`src/rtl/mem_trace_out.sv`:
```
// mem_trace_out
// Passive observer of the core's data-memory write port. Every write is
// captured as an {address, data} record into a small FIFO and replayed to a
// host as 7-byte frames on a byte-wide valid/ready stream. The core is never
// stalled: records arriving while the buffer is full are dropped and the
// sticky overflow flag is raised.
//
// Frame layout (in transmit order):
//   byte0     address, zero-extended to 8 bits
//   byte1..6  data, zero-extended to 48 bits, most-significant byte first
//
// Ports:
//   clk, rst_n            clock, asynchronous active-low reset
//   mem_we                core memory write enable
//   mem_addr[44:0]        core memory address (low ADDR_W bits captured)
//   mem_data[DATA_W-1:0]  core memory write data
//   out_valid/out_ready   byte stream handshake
//   out_byte[7:0]         current frame byte
//   out_last              final byte of a frame
//   overflow              sticky record-dropped flag
//   ovf_clr               synchronous clear of overflow (a same-edge drop wins)
//   fifo_level            FIFO occupancy, excluding the record being sent
//
// Serializer states:
//   state   | meaning
//   --------+-------------------------------------------------------------
//   ST_IDLE | nothing on the stream; loads the FIFO head as soon as present
//   ST_SEND | shift register holds a frame; byte idx_q is on out_byte

module mem_trace_out #(
  parameter int DATA_W = 45,
  parameter int ADDR_W = 8,
  parameter int DEPTH  = 4
) (
  input  logic                     clk,
  input  logic                     rst_n,
  input  logic                     mem_we,
  input  logic [44:0]              mem_addr,
  input  logic [DATA_W-1:0]        mem_data,
  output logic                     out_valid,
  input  logic                     out_ready,
  output logic [7:0]               out_byte,
  output logic                     out_last,
  output logic                     overflow,
  input  logic                     ovf_clr,
  output logic [$clog2(DEPTH):0]   fifo_level
);

  localparam int PTR_W = $clog2(DEPTH);
  localparam int LVL_W = PTR_W + 1;
  localparam int REC_W = ADDR_W + DATA_W;

  typedef enum logic {
    ST_IDLE = 1'b0,
    ST_SEND = 1'b1
  } state_t;

  state_t            state_q, state_d;
  logic [2:0]        idx_q, idx_d;
  logic [55:0]       shreg;

  logic [REC_W-1:0]  fifo_mem [DEPTH];
  logic [PTR_W-1:0]  wr_ptr, rd_ptr;
  logic [LVL_W-1:0]  level_q;
  logic              fifo_empty, fifo_full;
  logic              pop, push, drop;
  logic [REC_W-1:0]  head;
  logic [55:0]       head_frame;

  // Upper address bits are intentionally ignored.
  logic              unused_addr;
  assign unused_addr = ^mem_addr[44:ADDR_W];

  assign fifo_empty = (level_q == '0);
  assign fifo_full  = (level_q == LVL_W'(DEPTH));

  // A full FIFO still accepts a record when the serializer frees a slot on
  // the same edge, so a steady stream at the drain rate never drops.
  assign push = mem_we && (!fifo_full || pop);
  assign drop = mem_we && !push;

  assign head       = fifo_mem[rd_ptr];
  assign head_frame = {8'(head[REC_W-1 -: ADDR_W]), 48'(head[DATA_W-1:0])};

  // FIFO storage carries no reset; occupancy is tracked by level_q.
  always_ff @(posedge clk) begin
    if (push) begin
      fifo_mem[wr_ptr] <= {mem_addr[ADDR_W-1:0], mem_data};
    end
  end

  always_ff @(posedge clk or negedge rst_n) begin
    if (!rst_n) begin
      wr_ptr  <= '0;
      rd_ptr  <= '0;
      level_q <= '0;
    end else begin
      if (push) wr_ptr <= wr_ptr + PTR_W'(1);
      if (pop)  rd_ptr <= rd_ptr + PTR_W'(1);
      case ({push, pop})
        2'b10:   level_q <= level_q + LVL_W'(1);
        2'b01:   level_q <= level_q - LVL_W'(1);
        default: level_q <= level_q;
      endcase
    end
  end

  always_ff @(posedge clk or negedge rst_n) begin
    if (!rst_n) begin
      overflow <= 1'b0;
    end else if (drop) begin
      overflow <= 1'b1;
    end else if (ovf_clr) begin
      overflow <= 1'b0;
    end
  end

  always_ff @(posedge clk or negedge rst_n) begin
    if (!rst_n) begin
      state_q <= ST_IDLE;
      idx_q   <= '0;
      shreg   <= '0;
    end else begin
      state_q <= state_d;
      idx_q   <= idx_d;
      if (pop) shreg <= head_frame;
    end
  end

  always_comb begin
    state_d = state_q;
    idx_d   = idx_q;
    pop     = 1'b0;
    case (state_q)
      ST_IDLE: begin
        if (!fifo_empty) begin
          pop     = 1'b1;
          idx_d   = 3'd0;
          state_d = ST_SEND;
        end
      end
      ST_SEND: begin
        if (out_ready) begin
          if (idx_q != 3'd6) begin
            idx_d = idx_q + 3'd1;
          end else if (!fifo_empty) begin
            // Reload on the last handshake so frames run back-to-back.
            pop   = 1'b1;
            idx_d = 3'd0;
          end else begin
            state_d = ST_IDLE;
          end
        end
      end
      default: state_d = ST_IDLE;
    endcase
  end

  assign out_valid  = (state_q == ST_SEND);
  assign out_last   = (state_q == ST_SEND) && (idx_q == 3'd6);
  assign fifo_level = level_q;

  always_comb begin
    out_byte = 8'h00;
    if (state_q == ST_SEND) begin
      case (idx_q)
        3'd0:    out_byte = shreg[55:48];
        3'd1:    out_byte = shreg[47:40];
        3'd2:    out_byte = shreg[39:32];
        3'd3:    out_byte = shreg[31:24];
        3'd4:    out_byte = shreg[23:16];
        3'd5:    out_byte = shreg[15:8];
        3'd6:    out_byte = shreg[7:0];
        default: out_byte = 8'h00;
      endcase
    end
  end

endmodule

```
`config.mk`:
```
export PLATFORM = sky130hd
export DESIGN_NAME = mem_trace_out
export DESIGN_NICKNAME = d
export VERILOG_FILES = /design/src/rtl/mem_trace_out.sv
export SDC_FILE = /design/constraint.sdc
export NUM_CORES = 1
export LEC_CHECK = 0
export ABC_AREA = 1
export CAP_MARGIN = 20
export CORE_MARGIN = 1
export CORE_UTILIZATION = 60
export DETAILED_ROUTE_END_ITERATION = 8
export GPL_TIMING_DRIVEN = 1
export PLACE_DENSITY_LB_ADDON = 0.2
export SLEW_MARGIN = 0
export SYNTH_ARGS = -nofsm -noshare
export SYNTH_HDL_FRONTEND = slang
export SYNTH_SLANG_ARGS = --single-unit
```
`constraint.sdc`:
```
create_clock -name clk -period 5.6 [get_ports clk]
set_input_delay 1.12 -clock clk [delete_from_list [all_inputs] [get_ports clk]]
set_output_delay 1.12 -clock clk [all_outputs]
set_load 0.02 [all_outputs]
```
======== Yosys cells after proc, flatten, opt, wreduce, memory -nomap -nowiden ========
Memories as Yosys holds them, arrays and structs flattened. A register that Yosys moved wholly into a read port is not among the register bits.
Index checks and enable logic that the tools add are counted.
storage, ports and cells
  logic and storage cells ................. 53
  memories ................................ 1
  flip-flop bits (word level) ............. 12
  output and inout port bits .............. 14
  bits in writable memories ............... 212
memories
  memory    words  bits a word  rd ports  clocked after memory_dff  write ports  line  RTL
  fifo_mem  4      53           1         1                         1            62    logic [REC_W-1:0] fifo_mem [DEPTH];
cells by class
  add/subtract/negate cells ............... 5
  equality and inequality tests ........... 11
  reduce and logical (&&, ||, !) cells .... 11
  mux-type cells .......................... 18
  bitwise operators ....................... 1
operators by type and width
  cell                   number
  $pmux W8 S7            1
  $eq A3 B3 Y1 const B   4
  $pmux W3 S2            2
  $mux W1                9
  $mux W3                3
  $mux W8                1
  $add A3 B1 Y3 const B  2
  $eq A3 B2 Y1 const B   2
  $logic_not A3 Y1       2
  $add A2 B1 Y2 const B  2
  $pmux W1 S2            2
  $reduce_bool A2 Y1     2
  $eq A3 B1 Y1 const B   1
  $logic_and A1 B1 Y1    3
  $logic_not A1 Y1       3
  $ne A3 B3 Y1 const B   1
  $sub A3 B1 Y3 const B  1
  $eq A2 B1 Y1 const B   1
  $eq A2 B2 Y1 const B   1
  $ne A2 B2 Y1 const B   1
  $logic_or A1 B1 Y1     1
  $not A1 Y1             1

======== Depth between registers and ports, before layout ========
  word-level depth ........................ 10
  depth in mapped cells ................... 11
  mapped depth without buffers ............ 11

======== Worst setup path after synthesis ========
OpenSTA, ideal clock, no wires.
  path kind ............................... input port to flip-flop
  start point ............................. input out_ready
  end point ............................... memory fifo_mem[0][0] (netlist name), enable pin
  setup time .............................. 0.464 ns
  path slack .............................. 1.416 ns
  stages .................................. 4
  data arrival time ....................... 3.721 ns
  required time ........................... 5.136 ns
  cell sequence ........................... inv_1 > o21ai_2 > o21ai_2 > nor2_1
between the ends
  longest elaborated chain between the ends .. 6
ends and longest elaborated chain
  element                        line  RTL
  from (decl)                    41    input logic out_ready,
  $mux W1                        143   if (out_ready) begin
  $pmux W1 S2                    134   case (state_q)
  $logic_or A1 B1 Y1             79    assign push = mem_we && (!fifo_full || pop);
  $logic_and A1 B1 Y1            79
  $mux W1                        87    if (push) begin
  $mux W1 (not written as such)  88    fifo_mem[wr_ptr] <= {mem_addr[ADDR_W-1:0], mem_data};
  to (decl)                      62
Every way passes these cells.

======== Worst setup path in the final report ========
  start point ............................. register idx_q[0]
  end point ............................... output out_byte[1]
between the ends
  longest elaborated chain between the ends .. 3
  elaborated cells on any way between the ends .. 9
  classes of those cells .................. 6 x eq/ne; 2 x mux; 1 x reduce/logical
ends and longest elaborated chain
  element                               line  RTL
  from (decl)                           59    logic [2:0] idx_q, idx_d;
  from (signal assigned)                125   idx_q <= idx_d;
  $eq A3 B3 Y1 (tied with other cells)  166   case (idx_q)
  $pmux W8 S7 (*)                       166
  $mux W8 (*)                           165   if (state_q == ST_SEND) begin
  to (decl)                             42    output logic [7:0] out_byte,
Mark *: on every way between the ends. The rest lies on a longest branch, timed or not.

==> run metrics <==
status=complete, but fails checks; violated checks=DRC; Peak Freq=0.2523 GHz; Pwr per Cell Area=541.5 nW/um^2; footprint of the multi-input gates=2636 sq um; Critical R2R Launch=rd_ptr[0]$_DFFE_PN0P_; Max Cap Viol=0; Fin Clk Skew=0.01194 ns; startpoint types=register; Setup Buffers After CTS=0; Leakage Power=4.739 nW; Fillers=~1,200; CP Max Fanout=13; R2R cell count=6; Root Driver=clkbuf_16; period utilization=70.79%; RSZ-0062 raised after global routing=no; mean number of vias per cell=5.570; H-tree levels=1; hold_sp=shreg[29]$_DFFE_PN0P_; Hold Path Class=register to register; GRT met2 Usage=38.55%; Post-Route WL=21.48 mm; WHS Endpoint=shreg[29]$_DFFE_PN0P_; Cell Rows=49; most frequent cells in the layout=212 x edfxtp_1, 176 x nor2_1, 129 x o21ai_0; dpl hpwl=12.51 mm; filler-free cell count of the finished design=~1,200; Post-DRT Antenna Nets=0; fin crit period=3.964 ns; Hold Path Depth=2; Worst Setup Path Type=register to output port; WL/cell=17.27 um; Netlist cell types=26; Mapped Area=11,160 sq um; Syn Area/Cell=12.01 sq um; clock latency on the worst-skew pair=0.53 ns; Critical Path RT=between 4 and 5 ns; crit end category=output port; met1 Usage GRT=between 30% and 40%; Fin Setup TNS=0 ns; routability cong.=0.8891; synth-to-layout area growth=15.91%; Sink Count=277; # hold bufs at CTS=0; GRT Util Overall=between 20% and 30%; Synth Flop Type=edfxtp_1; met3 global-route usage=3.776%; die outline area=19,150 sq um; post_cts resized=0; Slew HR=35.10%; syn_nets=1,034; Port Buffers=71; TritonCTS Buffers=28; Final Max Tran Viols=0; CTS tree=built; Max IR drop VDD=280.1 uV; DRC violation total after the first TritonRoute iteration=533; commonest non-fill, non-tap cell in the layout=edfxtp_1; Antenna diodes=0; vias in the first global route=6,709; Post-synth EDFFs=212; Reg area=7995 sq um; pin count of the biggest net entering global routing=66; NumNets Final=1,098; Fin. Hold Viols=0; share of layout cells above drive strength 1=between 8 and 9%; CTS clk-pin slew, worst paths=approximately 0.06 ns; DP Cell Count=1,192; starting density of the core=approximately 62%; GRT overflow=0; Worst R2R End=shreg[13]$_DFFE_PN0P_; drt drc=10; initial antenna violation count=0; first-pass GRT wire length=34.75 mm; post-synthesis async set-or-reset flop share=23.47%; CTS max path bufs=3; Tightest Pin Transition=~0.97 ns; number of top-level pins=~110; TritonRoute pass-1 iters=7; CORE AREA=between 15,000 and 20,000 sq um; vias=6,929; Synthesis Warnings=0; register-to-register setup slack=between 2 and 3 ns; GRT Max-Usage Layer=met2; register area share after synthesis=71.62%; CP Data Arrival Time=2.84 ns; Mapped Cells=929; DIE WIDTH=138.4 um; Die Ht=138.4 um; post-synthesis register bit count=277; Setup Viol. Count Final=0
-- how the worst max path moves through the flow --
stage | start | to | cells after the start
global placement | out_ready | fifo_mem[2][7]$_DFFE_PP_ | 6
global route | idx_q[0]$_DFFE_PN0P_ | out_byte[1] | 7
detailed placement | out_ready | fifo_mem[1][4]$_DFFE_PP_ | 6
CTS | idx_q[0]$_DFFE_PN0P_ | out_byte[1] | 7
finish | idx_q[0]$_DFFE_PN0P_ | out_byte[1] | 7
floorplan | out_ready | fifo_mem[0][0]$_DFFE_PP_ | 4
-- report_power, final --
group	switching (W)	internal [W]	total, W
registers	0.000248	0.00278	0.00303
logic	0.00139	0.000740	0.00213
clock network	0.000729	0.00111	0.00184
-- critical path: stages (launching register included) --
cell	delay, ns
dfrtp_1	0.44
inv_1	0.11
ha_1	0.20
nand2_2	0.21
o22ai_1	0.32
nor2_1	0.07
a21oi_1	0.29
clkdlybuf4s50_1	0.67
-- flip-flops by register name, indices dropped and copies added (netlist names) --
signal,count
idx_q,3
wr_ptr,2
out_valid,1
fifo_level,3
overflow,1
fifo_mem,212
shreg,53
rd_ptr,2
-- final cells by class --
type	count	share of cell area [%]
clock buffers	41	6.113
well taps	229	2.215
flip-flops and latches	277	61.81
repair buffers	81	6.326
clock inverters	11	0.9963
multi-input cells	531	20.38
inverters	74	2.157
-- layer usage --
metal | routed length [um] | vias up
met5 | 0 | -
met4 | 288 | 0
met3 | 1311 | 26
met2 | 10690 | 197
met1 | 9184 | 3357
li1 | - | 3349
-- through the flow --
| stage | power, W | hold slack [ns] | area [sq um] | worst slack [ns] | utilization [%] |
|---|---|---|---|---|---|
| finish | 0.007004 | 0.4878 | 12930 | 1.636 | 71.52 |
| global route | 0.007398 | 0.5177 | 12930 | 1.538 | 71.52 |
| CTS | 0.007044 | 0.4872 | 12930 | 1.711 | 71.52 |
| detailed placement | 0.005198 | 0.4717 | 12020 | 2.107 | 66.43 |
| global placement | 0.005129 | 0.4676 | 12020 | 2.121 | 66.43 |
| floorplan | 0.004478 | 0.4493 | 11160 | 1.416 | - |
-- synth_stat cells, types with 4 or more instances --
| cell | n | area (sq um) |
|---|---|---|
| edfxtp_1 | 212 | 6366 |
| nor2_1 | 180 | 675.7 |
| o21ai_0 | 129 | 645.6 |
| nand2_1 | 74 | 277.8 |
| inv_1 | 71 | 266.5 |
| dfrtp_1 | 65 | 1627 |
| o21ai_1 | 56 | 280.3 |
| o21ai_2 | 26 | 227.7 |
| o22ai_1 | 26 | 162.7 |
| clkbuf_1 | 18 | 67.56 |
| buf_2 | 16 | 80.08 |
| buf_6 | 10 | 112.6 |
| ha_1 | 9 | 112.6 |
| a21oi_1 | 7 | 35.03 |
| nand3_1 | 5 | 25.02 |
| nand2_2 | 4 | 25.02 |
| xor2_1 | 4 | 35.03 |
-- cells by family (layout without fill, tap and decap cells) --
family	after synthesis	after routing	share of synthesized area, %
AOI/OAI and AO/OA	245	245	12.19
xor gates and xnor gates	4	4	0.3139
adders and majority gates	10	10	1.188
buffers and inverters	121	207	5.023
DFF	277	277	71.62
muxes	3	3	0.2691
and+or+nand+nor	269	269	9.396
No activity file was read; power rests on OpenSTA's default activity.
